`src/rtl/regfile_pkg.sv`:
```
// regfile_pkg: shared register-file definitions for decode, writeback and the
// register file itself.
//   REG_WIDTH  : data word width
//   REG_AWIDTH : register-number width
//   REG_NREGS  : number of architectural registers
//   REG_ZERO   : register number of $zero
//   reg_num_t  : register number type
//   word_t     : data word type
package regfile_pkg;
  localparam int REG_WIDTH  = 32;
  localparam int REG_AWIDTH = 5;
  localparam int REG_NREGS  = 1 << REG_AWIDTH;

  typedef logic [REG_AWIDTH-1:0] reg_num_t;
  typedef logic [REG_WIDTH-1:0]  word_t;

  localparam reg_num_t REG_ZERO = '0;
endpackage

```
`src/rtl/regfile_if.sv`:
```
// regfile_if: bundle of register-file read, write and reserve signals.
//   rs_num/rt_num     : read port register numbers (master -> slave)
//   rs_data/rt_data   : read data (slave -> master)
//   rs_busy/rt_busy   : busy bits of the read registers (slave -> master)
//   rd_num/rd_data/rd_we : writeback port (master -> slave)
//   resv_num/resv_en  : reservation strobe from issue (master -> slave)
// Modports: master = decode/writeback side, slave = register file.
interface regfile_if import regfile_pkg::*; #(
  parameter int WIDTH  = REG_WIDTH,
  parameter int AWIDTH = REG_AWIDTH
) ();
  logic [AWIDTH-1:0] rs_num;
  logic [AWIDTH-1:0] rt_num;
  logic [WIDTH-1:0]  rs_data;
  logic [WIDTH-1:0]  rt_data;
  logic              rs_busy;
  logic              rt_busy;
  logic [AWIDTH-1:0] rd_num;
  logic [WIDTH-1:0]  rd_data;
  logic              rd_we;
  logic [AWIDTH-1:0] resv_num;
  logic              resv_en;

  modport master (
    output rs_num, rt_num, rd_num, rd_data, rd_we, resv_num, resv_en,
    input  rs_data, rt_data, rs_busy, rt_busy
  );

  modport slave (
    input  rs_num, rt_num, rd_num, rd_data, rd_we, resv_num, resv_en,
    output rs_data, rt_data, rs_busy, rt_busy
  );
endinterface

```
`src/rtl/regfile_read_port.sv`:
```
// regfile_read_port: one combinational read port of the register file.
//   num      : register number to read
//   regs     : flattened storage array
//   busy_vec : per-register busy scoreboard
//   data     : register contents ($zero forced to 0)
//   busy     : busy bit ($zero never busy)
// With REGFILE_BYPASS_EN defined, extra inputs (reset, rd_we, rd_num, rd_data,
// resv_en, resv_num) forward a same-cycle write to the read data.
module regfile_read_port import regfile_pkg::*; #(
  parameter int WIDTH  = REG_WIDTH,
  parameter int NREGS  = REG_NREGS,
  parameter int AWIDTH = REG_AWIDTH
) (
  input  logic [AWIDTH-1:0]           num,
  input  logic [NREGS-1:0][WIDTH-1:0] regs,
  input  logic [NREGS-1:0]            busy_vec,
`ifdef REGFILE_BYPASS_EN
  input  logic                        reset,
  input  logic                        rd_we,
  input  logic [AWIDTH-1:0]           rd_num,
  input  logic [WIDTH-1:0]            rd_data,
  input  logic                        resv_en,
  input  logic [AWIDTH-1:0]           resv_num,
`endif
  output logic [WIDTH-1:0]            data,
  output logic                        busy
);

  always_comb begin
    data = regs[num];
    busy = busy_vec[num];
`ifdef REGFILE_BYPASS_EN
    // Retiring write is forwarded; busy only if a new producer reserves now.
    if (!reset && rd_we && (rd_num == num)) begin
      data = rd_data;
      busy = resv_en && (resv_num == num);
    end
`endif
    // $zero masking last so it also overrides any forwarding.
    if (num == '0) begin
      data = '0;
      busy = 1'b0;
    end
  end

endmodule

```
`src/rtl/regfile.sv`:
```
// regfile: 32 x 32-bit MIPS-style register file with a per-register busy
// scoreboard for RAW hazard detection.
//   clk   : clock, all state updates on the rising edge
//   reset : synchronous active-high reset (clears data and busy bits)
//   bus   : regfile_if.slave - two combinational read ports (rs, rt), one
//           clocked write port (rd) and one reservation strobe (resv)
// Optional macro REGFILE_BYPASS_EN: forward same-cycle writes to read ports.
module regfile import regfile_pkg::*; #(
  parameter int WIDTH  = REG_WIDTH,
  parameter int NREGS  = REG_NREGS,
  parameter int AWIDTH = REG_AWIDTH
) (
  input  logic     clk,
  input  logic     reset,
  regfile_if.slave bus
);

  logic [NREGS-1:0][WIDTH-1:0] regs;
  logic [NREGS-1:0]            busy;

  // Entry 0 is only ever reset, never written; reads mask it anyway.
  always_ff @(posedge clk) begin
    if (reset) begin
      regs <= '0;
      busy <= '0;
    end else begin
      if (bus.rd_we && (bus.rd_num != '0)) begin
        regs[bus.rd_num] <= bus.rd_data;
        busy[bus.rd_num] <= 1'b0;
      end
      // Later assignment wins: a reserve beats a same-register write clear.
      if (bus.resv_en && (bus.resv_num != '0)) begin
        busy[bus.resv_num] <= 1'b1;
      end
    end
  end

  regfile_read_port #(
    .WIDTH  (WIDTH),
    .NREGS  (NREGS),
    .AWIDTH (AWIDTH)
  ) u_rs_port (
    .num      (bus.rs_num),
    .regs     (regs),
    .busy_vec (busy),
`ifdef REGFILE_BYPASS_EN
    .reset    (reset),
    .rd_we    (bus.rd_we),
    .rd_num   (bus.rd_num),
    .rd_data  (bus.rd_data),
    .resv_en  (bus.resv_en),
    .resv_num (bus.resv_num),
`endif
    .data     (bus.rs_data),
    .busy     (bus.rs_busy)
  );

  regfile_read_port #(
    .WIDTH  (WIDTH),
    .NREGS  (NREGS),
    .AWIDTH (AWIDTH)
  ) u_rt_port (
    .num      (bus.rt_num),
    .regs     (regs),
    .busy_vec (busy),
`ifdef REGFILE_BYPASS_EN
    .reset    (reset),
    .rd_we    (bus.rd_we),
    .rd_num   (bus.rd_num),
    .rd_data  (bus.rd_data),
    .resv_en  (bus.resv_en),
    .resv_num (bus.resv_num),
`endif
    .data     (bus.rt_data),
    .busy     (bus.rt_busy)
  );

endmodule

```
`src/flat_wrapper.sv`:
```
// flat-port wrapper written by rule: the top's interface ports become plain ports
module regfile_flat import regfile_pkg::*;
#(
  parameter int WIDTH  = REG_WIDTH,
  parameter int NREGS  = REG_NREGS,
  parameter int AWIDTH = REG_AWIDTH
)
  (clk, reset, bus_rs_num, bus_rt_num, bus_rd_num, bus_rd_data, bus_rd_we, bus_resv_num, bus_resv_en, bus_rs_data, bus_rt_data, bus_rs_busy, bus_rt_busy);
  regfile_if #(.WIDTH(WIDTH), .AWIDTH(AWIDTH)) bus_i ();
  input  logic clk;
  input  logic reset;
  input wire logic [$bits(bus_i.rs_num)-1:0] bus_rs_num;
  input wire logic [$bits(bus_i.rt_num)-1:0] bus_rt_num;
  input wire logic [$bits(bus_i.rd_num)-1:0] bus_rd_num;
  input wire logic [$bits(bus_i.rd_data)-1:0] bus_rd_data;
  input wire logic [$bits(bus_i.rd_we)-1:0] bus_rd_we;
  input wire logic [$bits(bus_i.resv_num)-1:0] bus_resv_num;
  input wire logic [$bits(bus_i.resv_en)-1:0] bus_resv_en;
  output wire logic [$bits(bus_i.rs_data)-1:0] bus_rs_data;
  output wire logic [$bits(bus_i.rt_data)-1:0] bus_rt_data;
  output wire logic [$bits(bus_i.rs_busy)-1:0] bus_rs_busy;
  output wire logic [$bits(bus_i.rt_busy)-1:0] bus_rt_busy;
  assign bus_i.rs_num = bus_rs_num;
  assign bus_i.rt_num = bus_rt_num;
  assign bus_i.rd_num = bus_rd_num;
  assign bus_i.rd_data = bus_rd_data;
  assign bus_i.rd_we = bus_rd_we;
  assign bus_i.resv_num = bus_resv_num;
  assign bus_i.resv_en = bus_resv_en;
  assign bus_rs_data = bus_i.rs_data;
  assign bus_rt_data = bus_i.rt_data;
  assign bus_rs_busy = bus_i.rs_busy;
  assign bus_rt_busy = bus_i.rt_busy;
  regfile #(.WIDTH(WIDTH), .NREGS(NREGS), .AWIDTH(AWIDTH)) u_core (.clk(clk), .reset(reset), .bus(bus_i));
endmodule
```
`config.mk`:
```
export PLATFORM = sky130hd
export DESIGN_NAME = regfile_flat
export DESIGN_NICKNAME = d
export VERILOG_FILES = /design/src/rtl/regfile_pkg.sv /design/src/rtl/regfile_if.sv /design/src/rtl/regfile_read_port.sv /design/src/rtl/regfile.sv /design/src/flat_wrapper.sv
export SDC_FILE = /design/constraint.sdc
export NUM_CORES = 2
export LEC_CHECK = 0
export ABC_AREA = 1
export CELL_PAD_IN_SITES_DETAIL_PLACEMENT = 1
export CELL_PAD_IN_SITES_GLOBAL_PLACEMENT = 2
export CORE_ASPECT_RATIO = 1.1
export CORE_MARGIN = 2
export CORE_UTILIZATION = 35
export CTS_CLUSTER_DIAMETER = 60
export DETAILED_ROUTE_END_ITERATION = 8
export HOLD_SLACK_MARGIN = 0.06
export PLACE_DENSITY_LB_ADDON = 0.12
export SYNTH_ARGS = -nofsm -noshare
export SYNTH_HDL_FRONTEND = slang
export SYNTH_HIERARCHICAL = 1
export SYNTH_SLANG_ARGS = --single-unit
```
`constraint.sdc`:
```
create_clock -name clk -period 2.6 [get_ports clk]
set_input_delay 0.52 -clock clk [delete_from_list [all_inputs] [get_ports clk]]
set_output_delay 0.52 -clock clk [all_outputs]
set_load 0.02 [all_outputs]
```
=== Word level (Yosys, flattened, before mapping) ===
Cells that the tools add are included.

* Logic and storage cells: 72
* Input port bits: 56
* Output and inout port bits: 66
* Register bits: 1,056

* Mux-type cells: 22
* Reduce and logical (&&, ||, !) cells: 8
* Bitwise operators: 3
* $lt $le $gt $ge: 6

{| class="wikitable"
|+ Operators with widths
! operator !! count
|-
| bitwise mux 1024 bit || 1
|-
| binary-select mux 32 bit (select 5 bit) || 2
|-
| two-way mux 32 bit || 8
|-
| demux 32 bit (select 5 bit) || 1
|-
| AND 32 bit || 1
|-
| NOT 32 bit || 1
|-
| bitwise OR 32 bit || 1
|-
| < comparator 5 x 6 -> 1 bit, second input constant || 4
|-
| binary-select mux 1 bit (select 5 bit) || 2
|-
| demux 1 bit (select 5 bit) || 2
|-
| >= comparator 5 x 1 -> 1 bit, second input constant || 2
|-
| logical NOT 5 bit || 2
|-
| nonzero test 5 bit || 2
|-
| two-way mux 1 bit || 6
|-
| logical AND 1 bit || 4
|}

=== Depth between registers and ports, before layout ===
* Word-level depth: 10
* Depth in mapped cells: 12
* Depth with buffers taken out: 9

=== By module ===
The synthesis kept the hierarchy.

{| class="wikitable"
|+ By module, submodules not included
! module !! area each (sq um) !! instances !! cells each !! seq. area each (sq um)
|-
| regfile || 40,234.8 || 1 || 5,561 || 21,140.3
|-
| regfile_read_port || 11,144.4 || 2 || 2,539 || 0.0
|}

=== Least setup slack after synthesis ===
No wires, ideal clock.

* Path kind: input to output
* Start point: input bus_rs_num[0]
* End point: output bus_rs_data[17]
* Required time: 2.080 ns
* Arrival: 1.689 ns
* Slack: 0.391 ns
* Cell stages on the path: 11
* Buffers on the path: 4
* Cells stage by stage: buf_6 > inv_8 > buf_12 > buf_12 > buf_8 > nand2_2 > nand3_1 > nand3_1 > a21oi_1 > nor2_1 > nor2_1

* Word-level cells in the longest chain between the ends: 3
* Elaborated cells between the ends (all ways): 4
* Those cells by class: 3 x mux; 1 x reduce/logical

{| class="wikitable"
|+ Ends and longest elaborated chain
! element !! RTL line !! source
|-
| start: declaration || flat_wrapper.sv:12 || <nowiki>input wire logic [$bits(bus_i.rs_num)-1:0] bus_rs_num;</nowiki>
|-
| binary-select mux 32 bit (select 5 bit) || regfile_read_port.sv:30 || <nowiki>data = regs[num];</nowiki>
|-
| two-way mux 32 bit (implied by the code) || regfile_read_port.sv:30 ||
|-
| two-way mux 32 bit (*) || regfile_read_port.sv:40 || <nowiki>if (num == '0) begin</nowiki>
|-
| end: declaration || flat_wrapper.sv:19 || <nowiki>output wire logic [$bits(bus_i.rs_data)-1:0] bus_rs_data;</nowiki>
|}

Mark *: on every way between the ends. The rest lies on a longest branch, timed or not. The select of a mux whose other input is x is not followed.

=== Final worst setup path ===
* Start point: register u_core/regs[200] in the netlist's numbering
* End point: output bus_rs_data[8]

* Word-level cells in the longest chain between the ends: 3

{| class="wikitable"
|+ Ends and longest elaborated chain
! element !! RTL line !! source
|-
| start: declaration || regfile.sv:18 || <nowiki>logic [NREGS-1:0][WIDTH-1:0] regs;</nowiki>
|-
| start signal: indexed assignment || regfile.sv:28 || <nowiki>regs[bus.rd_num] <= bus.rd_data;</nowiki>
|-
| binary-select mux 32 bit (select 5 bit) || regfile_read_port.sv:30 ||
|-
| two-way mux 32 bit (implied by the code) || regfile_read_port.sv:30 ||
|-
| two-way mux 32 bit || regfile_read_port.sv:40 ||
|}

No other way between the ends. The select of a mux whose other input is x is not followed.

==> flow_results.xml <==
<?xml version="1.0" encoding="UTF-8"?>
<metrics>
  <group name="drt">
    <metric name="routed-wl-met2" unit="microns">168000</metric>
    <metric name="met3RoutedLength" unit="microns">28200</metric>
    <metric name="detail_route.wirelength.met1" unit="microns">150000</metric>
    <metric name="number_of_optimization_iterations_in_the_first_detailed_route_pass" unit="">6</metric>
    <metric name="drc" unit="">0</metric>
    <metric name="drtIter0Drc" unit="">7595</metric>
    <metric name="route.vias.total" unit="">78800</metric>
    <metric name="route.final.wire_length" unit="microns">368000</metric>
    <metric name="detail_route.wl_per_cell" unit="microns">27.2</metric>
    <metric name="route.top_layer_used" unit="">met5</metric>
    <metric name="ant_nets" unit="">0</metric>
    <metric name="via_per_inst" unit="">5.83</metric>
  </group>
  <group name="power">
    <metric name="power.density" unit="nW/um^2">543</metric>
    <metric name="sequentialPowerShare" unit="%">35.4</metric>
    <metric name="clock_power_share" unit="%">45.9</metric>
    <metric name="p_total" unit="W">0.0467</metric>
    <metric name="power.internal" unit="W">0.0325</metric>
    <metric name="combinational_share_of_power" unit="%">18.7</metric>
    <metric name="net_switching_power_of_the_design" unit="W">0.0143</metric>
    <metric name="max-vdd-ir-drop" unit="mV">0.572</metric>
    <metric name="switching_part_of_the_total" unit="%">30.5</metric>
    <metric name="cellLeakagePower" unit="nW">37.0</metric>
  </group>
  <group name="placed_design">
    <metric name="port_buffers" unit="">121</metric>
    <metric name="place_congestion" unit="">0.903</metric>
    <metric name="dp_hpwl" unit="microns">226000</metric>
    <metric name="dpl-instance-area" unit="sq um">71600</metric>
  </group>
  <group name="synth">
    <metric name="synth_seq_cells" unit="">1056</metric>
    <metric name="post_synth_num_cell_types" unit="">26</metric>
    <metric name="cell_count_after_synthesis" unit="">10600</metric>
    <metric name="post_synth_instance_area" unit="sq um">62500</metric>
    <metric name="synth_fp_nets" unit="">10700</metric>
    <metric name="yosys_warnings" unit="">6</metric>
    <metric name="ys_seq_area_share" unit="%">33.8</metric>
    <metric name="syn-mean-instance-area" unit="sq um">5.88</metric>
  </group>
  <group name="timing">
    <metric name="transition_time_at_the_pin_with_the_least_slew_margin" unit="ns">1.05</metric>
    <metric name="headroom_to_the_max_slew_limit" unit="%">29.8</metric>
    <metric name="max_freq" unit="MHz">339</metric>
    <metric name="post-route-worst-setup-slack" unit="ns">-0.346</metric>
    <metric name="fin_crit" unit="ns">2.95</metric>
    <metric name="min_period_over_period" unit="%">113</metric>
    <metric name="setup_repair_after_global_routing_missed_its_margin" unit="">true</metric>
    <metric name="setup_violations" unit="">63</metric>
    <metric name="final_hold_viol_count" unit="">0</metric>
    <metric name="drv_slew" unit="">0</metric>
    <metric name="skew" unit="ns">0</metric>
  </group>
  <group name="job">
    <metric name="maxCapViolations" unit="">0</metric>
  </group>
  <group name="finish">
    <metric name="layout-drive-gt1-share" unit="%">24.2</metric>
    <metric name="final_design_area_no_fill" unit="sq um">86000</metric>
    <metric name="layout_commonest_cell" unit="">nand2_1</metric>
    <metric name="mostFrequentLayoutCells" unit="">3390 x nand2_1, 1619 x nor2_1, 1119 x nand3_1, 636 x dfxtp_1, 548 x buf_4</metric>
    <metric name="finalNetCount" unit="">11100</metric>
    <metric name="synthToLayoutAreaGrowth" unit="%">37.6</metric>
  </group>
  <group name="critical_path">
    <metric name="endpoint_arrival_time_on_the_critical_path" unit="ns">2.43</metric>
    <metric name="critical_path_required" unit="ns">2.08</metric>
    <metric name="worstSetupEndpointType" unit="">output port</metric>
    <metric name="worst_setup_path_startpoint" unit="">u_core/regs[200]$_SDFFE_PP0P_</metric>
    <metric name="crit_path_max_fanout" unit="">2</metric>
    <metric name="critical_path_class" unit="">reg2out</metric>
    <metric name="reg2reg_setup_slack" unit="ns">1.80</metric>
    <metric name="timing.reg2reg.worst_path_depth" unit="">5</metric>
    <metric name="total_number_of_cells_along_the_worst_setup_path" unit="">10</metric>
    <metric name="cpPeakStageDelay" unit="ns">0.33</metric>
    <metric name="crit-reg2reg-capture" unit="">u_core/regs[827]$_SDFFE_PP0P_</metric>
    <metric name="path_cells" unit="">buf_6, nor2_2, nor2_1, o21ai_1, o21ai_1, nor2_2, nor2_2, nor2_2, nor2_4, buf_8</metric>
    <metric name="critPathCapture" unit="">bus_rs_data[8]</metric>
    <metric name="crit-reg2reg-launch" unit="">u_core/regs[827]$_SDFFE_PP0P_</metric>
    <metric name="critical_path_buf_inv_count" unit="">2</metric>
    <metric name="critical_path.most_common_cell" unit="">nor2_2</metric>
    <metric name="worst_setup_path_start_kind" unit="">flip-flop</metric>
    <metric name="dominant_delay_contributor_by_cell_family_on_the_critical_path" unit="">simple AND/OR/NAND/NOR gates</metric>
    <metric name="critical_path.slowest_cell" unit="">dfxtp_2</metric>
  </group>
  <group name="clocking">
    <metric name="worstSkewPairLatency" unit="ns">0.81</metric>
    <metric name="clockBufferDepth" unit="">3</metric>
    <metric name="clock-root-buffer" unit="">clkbuf_16</metric>
    <metric name="ctsHtreeMaxLevel" unit="">4</metric>
    <metric name="cts_tree" unit="">done</metric>
    <metric name="cts.sinks" unit="">1056</metric>
    <metric name="tritoncts.num_buffers" unit="">146</metric>
    <metric name="clk_pin_slew_worst_paths" unit="ns">0.06</metric>
  </group>
  <group name="global_routing">
    <metric name="vias_in_the_first_global_route" unit="">77000</metric>
    <metric name="globalRoute.totalOverflow" unit="">0</metric>
    <metric name="antenna_found_initial" unit="">9</metric>
    <metric name="grtUsageTotal" unit="%">37.7</metric>
    <metric name="grt_pass1_wl" unit="microns">515000</metric>
    <metric name="grt_max_degree" unit="">105</metric>
  </group>
  <group name="floorplanning">
    <metric name="initial_cell_density_of_the_core" unit="%">35.3</metric>
    <metric name="die-area" unit="sq um">182000</metric>
    <metric name="die_height" unit="microns">447</metric>
    <metric name="core_area" unit="sq um">177000</metric>
    <metric name="pin_count" unit="">122</metric>
    <metric name="placementRows" unit="">162</metric>
    <metric name="floorplan.die.width" unit="microns">407</metric>
  </group>
  <group name="status">
    <metric name="run_status" unit="">complete, but fails checks</metric>
    <metric name="failing_checks" unit="">setup timing</metric>
  </group>
  <group name="min_path">
    <metric name="hold_class" unit="">in2reg</metric>
  </group>
</metrics>
metrics by stage:
stage / hold WS [ns] / setup WS, ns / util [%] / std cells / TNS (ns)
2_1_floorplan: 0.416 / 0.391 / - / 10600 / 0
3_5_place_dp: 0.432 / -0.750 / 40.4 / 13000 / -44.59
3_3_place_gp: 0.424 / -0.724 / 40.4 / 13000 / -38.39
5_1_grt: 0.374 / -0.337 / 48.5 / 13500 / -7.46
4_1_cts: 0.331 / -0.171 / 45.3 / 13400 / -4.48
6_report: 0.359 / -0.346 / 48.5 / 13500 / -5.57
tightest hold or removal path, stage by stage:
cell and delay [ns]:
clkdlybuf4s50_1 0.43, clkinv_1 0.12, a21oi_1 0.07
state kept, by name, indices dropped and copies added, names as in the netlist:
signal       flops
u_core/regs   1024
u_core/busy     32
cells by family after synthesis:
group | after synthesis | share of synthesized area [%]
AOI/OAI and AO/OA | 768 | 6.15
DFF | 1056 | 33.8
and+or+nand+nor | 7476 | 49.8
buffers and inverters | 1339 | 10.2
routing by layer:
layer | track usage [%] | vias up
met1 | 48.0 | 39200
met4 | 18.8 | 10
li1 | - | 35000
met2 | 61.4 | 3573
met5 | 0 | -
met3 | 6.29 | 1063
power by group through the flow:
stage | Sequential, W | Clock (W) | Combinational, W
detailed placement | 0.0169 | 0 | 0.00680
floorplan | 0.0168 | 0 | 0.00343
finish | 0.0166 | 0.0214 | 0.00875
global placement | 0.0169 | 0 | 0.00673
global route | 0.0166 | 0.0223 | 0.00904
CTS | 0.0165 | 0.0216 | 0.00756
cell type report:
type,count,area [sq um]
clock inverters,59,766
inverters,393,1600
repair buffers,1182,15500
flip-flops and latches,1056,21700
repair inverters,6,148
fillers,22700,91300
well taps,2378,2980
clock buffers,202,4220
multi-input cells,8244,39100
diodes,1,2.50
synth_stat cells:
cell	n	area, sq um
nand4_1	490	3070
nand3_1	1440	7210
buf_1	72	270
dfxtp_1	1056	21100
nor3_1	2	10.0
and3_1	1	6.26
buf_12	4	80.1
o21ai_0	325	1630
nand3_2	3	30.0
clkbuf_1	385	1450
nand2_1	3692	13900
nor2_4	3	33.8
inv_8	2	22.5
nor2_1	1840	6910
inv_2	17	63.8
nand2_2	2	12.5
inv_1	337	1260
buf_6	86	968
o21ai_1	86	430
clkbuf_2	6	30.0
nor2_2	3	18.8
buf_8	2	30.0
buf_4	48	360
a21oi_1	357	1790
buf_2	343	1720
clkinv_1	37	139
worst min path at each step:
stage	from	end	slack (ns)	cells after the start
CTS	bus_rd_data[21]	u_core/regs[789]$_SDFFE_PP0P_	0.33	3
finish	bus_rd_data[21]	u_core/regs[789]$_SDFFE_PP0P_	0.36	3
global placement	u_core/regs[18]$_SDFFE_PP0P_	u_core/regs[18]$_SDFFE_PP0P_	0.42	2
detailed placement	u_core/regs[30]$_SDFFE_PP0P_	u_core/regs[30]$_SDFFE_PP0P_	0.43	2
floorplan	u_core/busy[0]$_SDFF_PP0_	u_core/busy[0]$_SDFF_PP0_	0.42	2
global route	bus_rd_data[21]	u_core/regs[917]$_SDFFE_PP0P_	0.37	3
what timing repair did:
item,CTS,global route
gates resized for setup,1055,1084
pin swaps,203,465
gates cloned,31,57
hold buffers,2,0
hold endpoints to repair,21,0
endpoints found under the setup margin,66,66
buffers inserted,74,113
No activity file was read; power rests on OpenSTA's default activity.
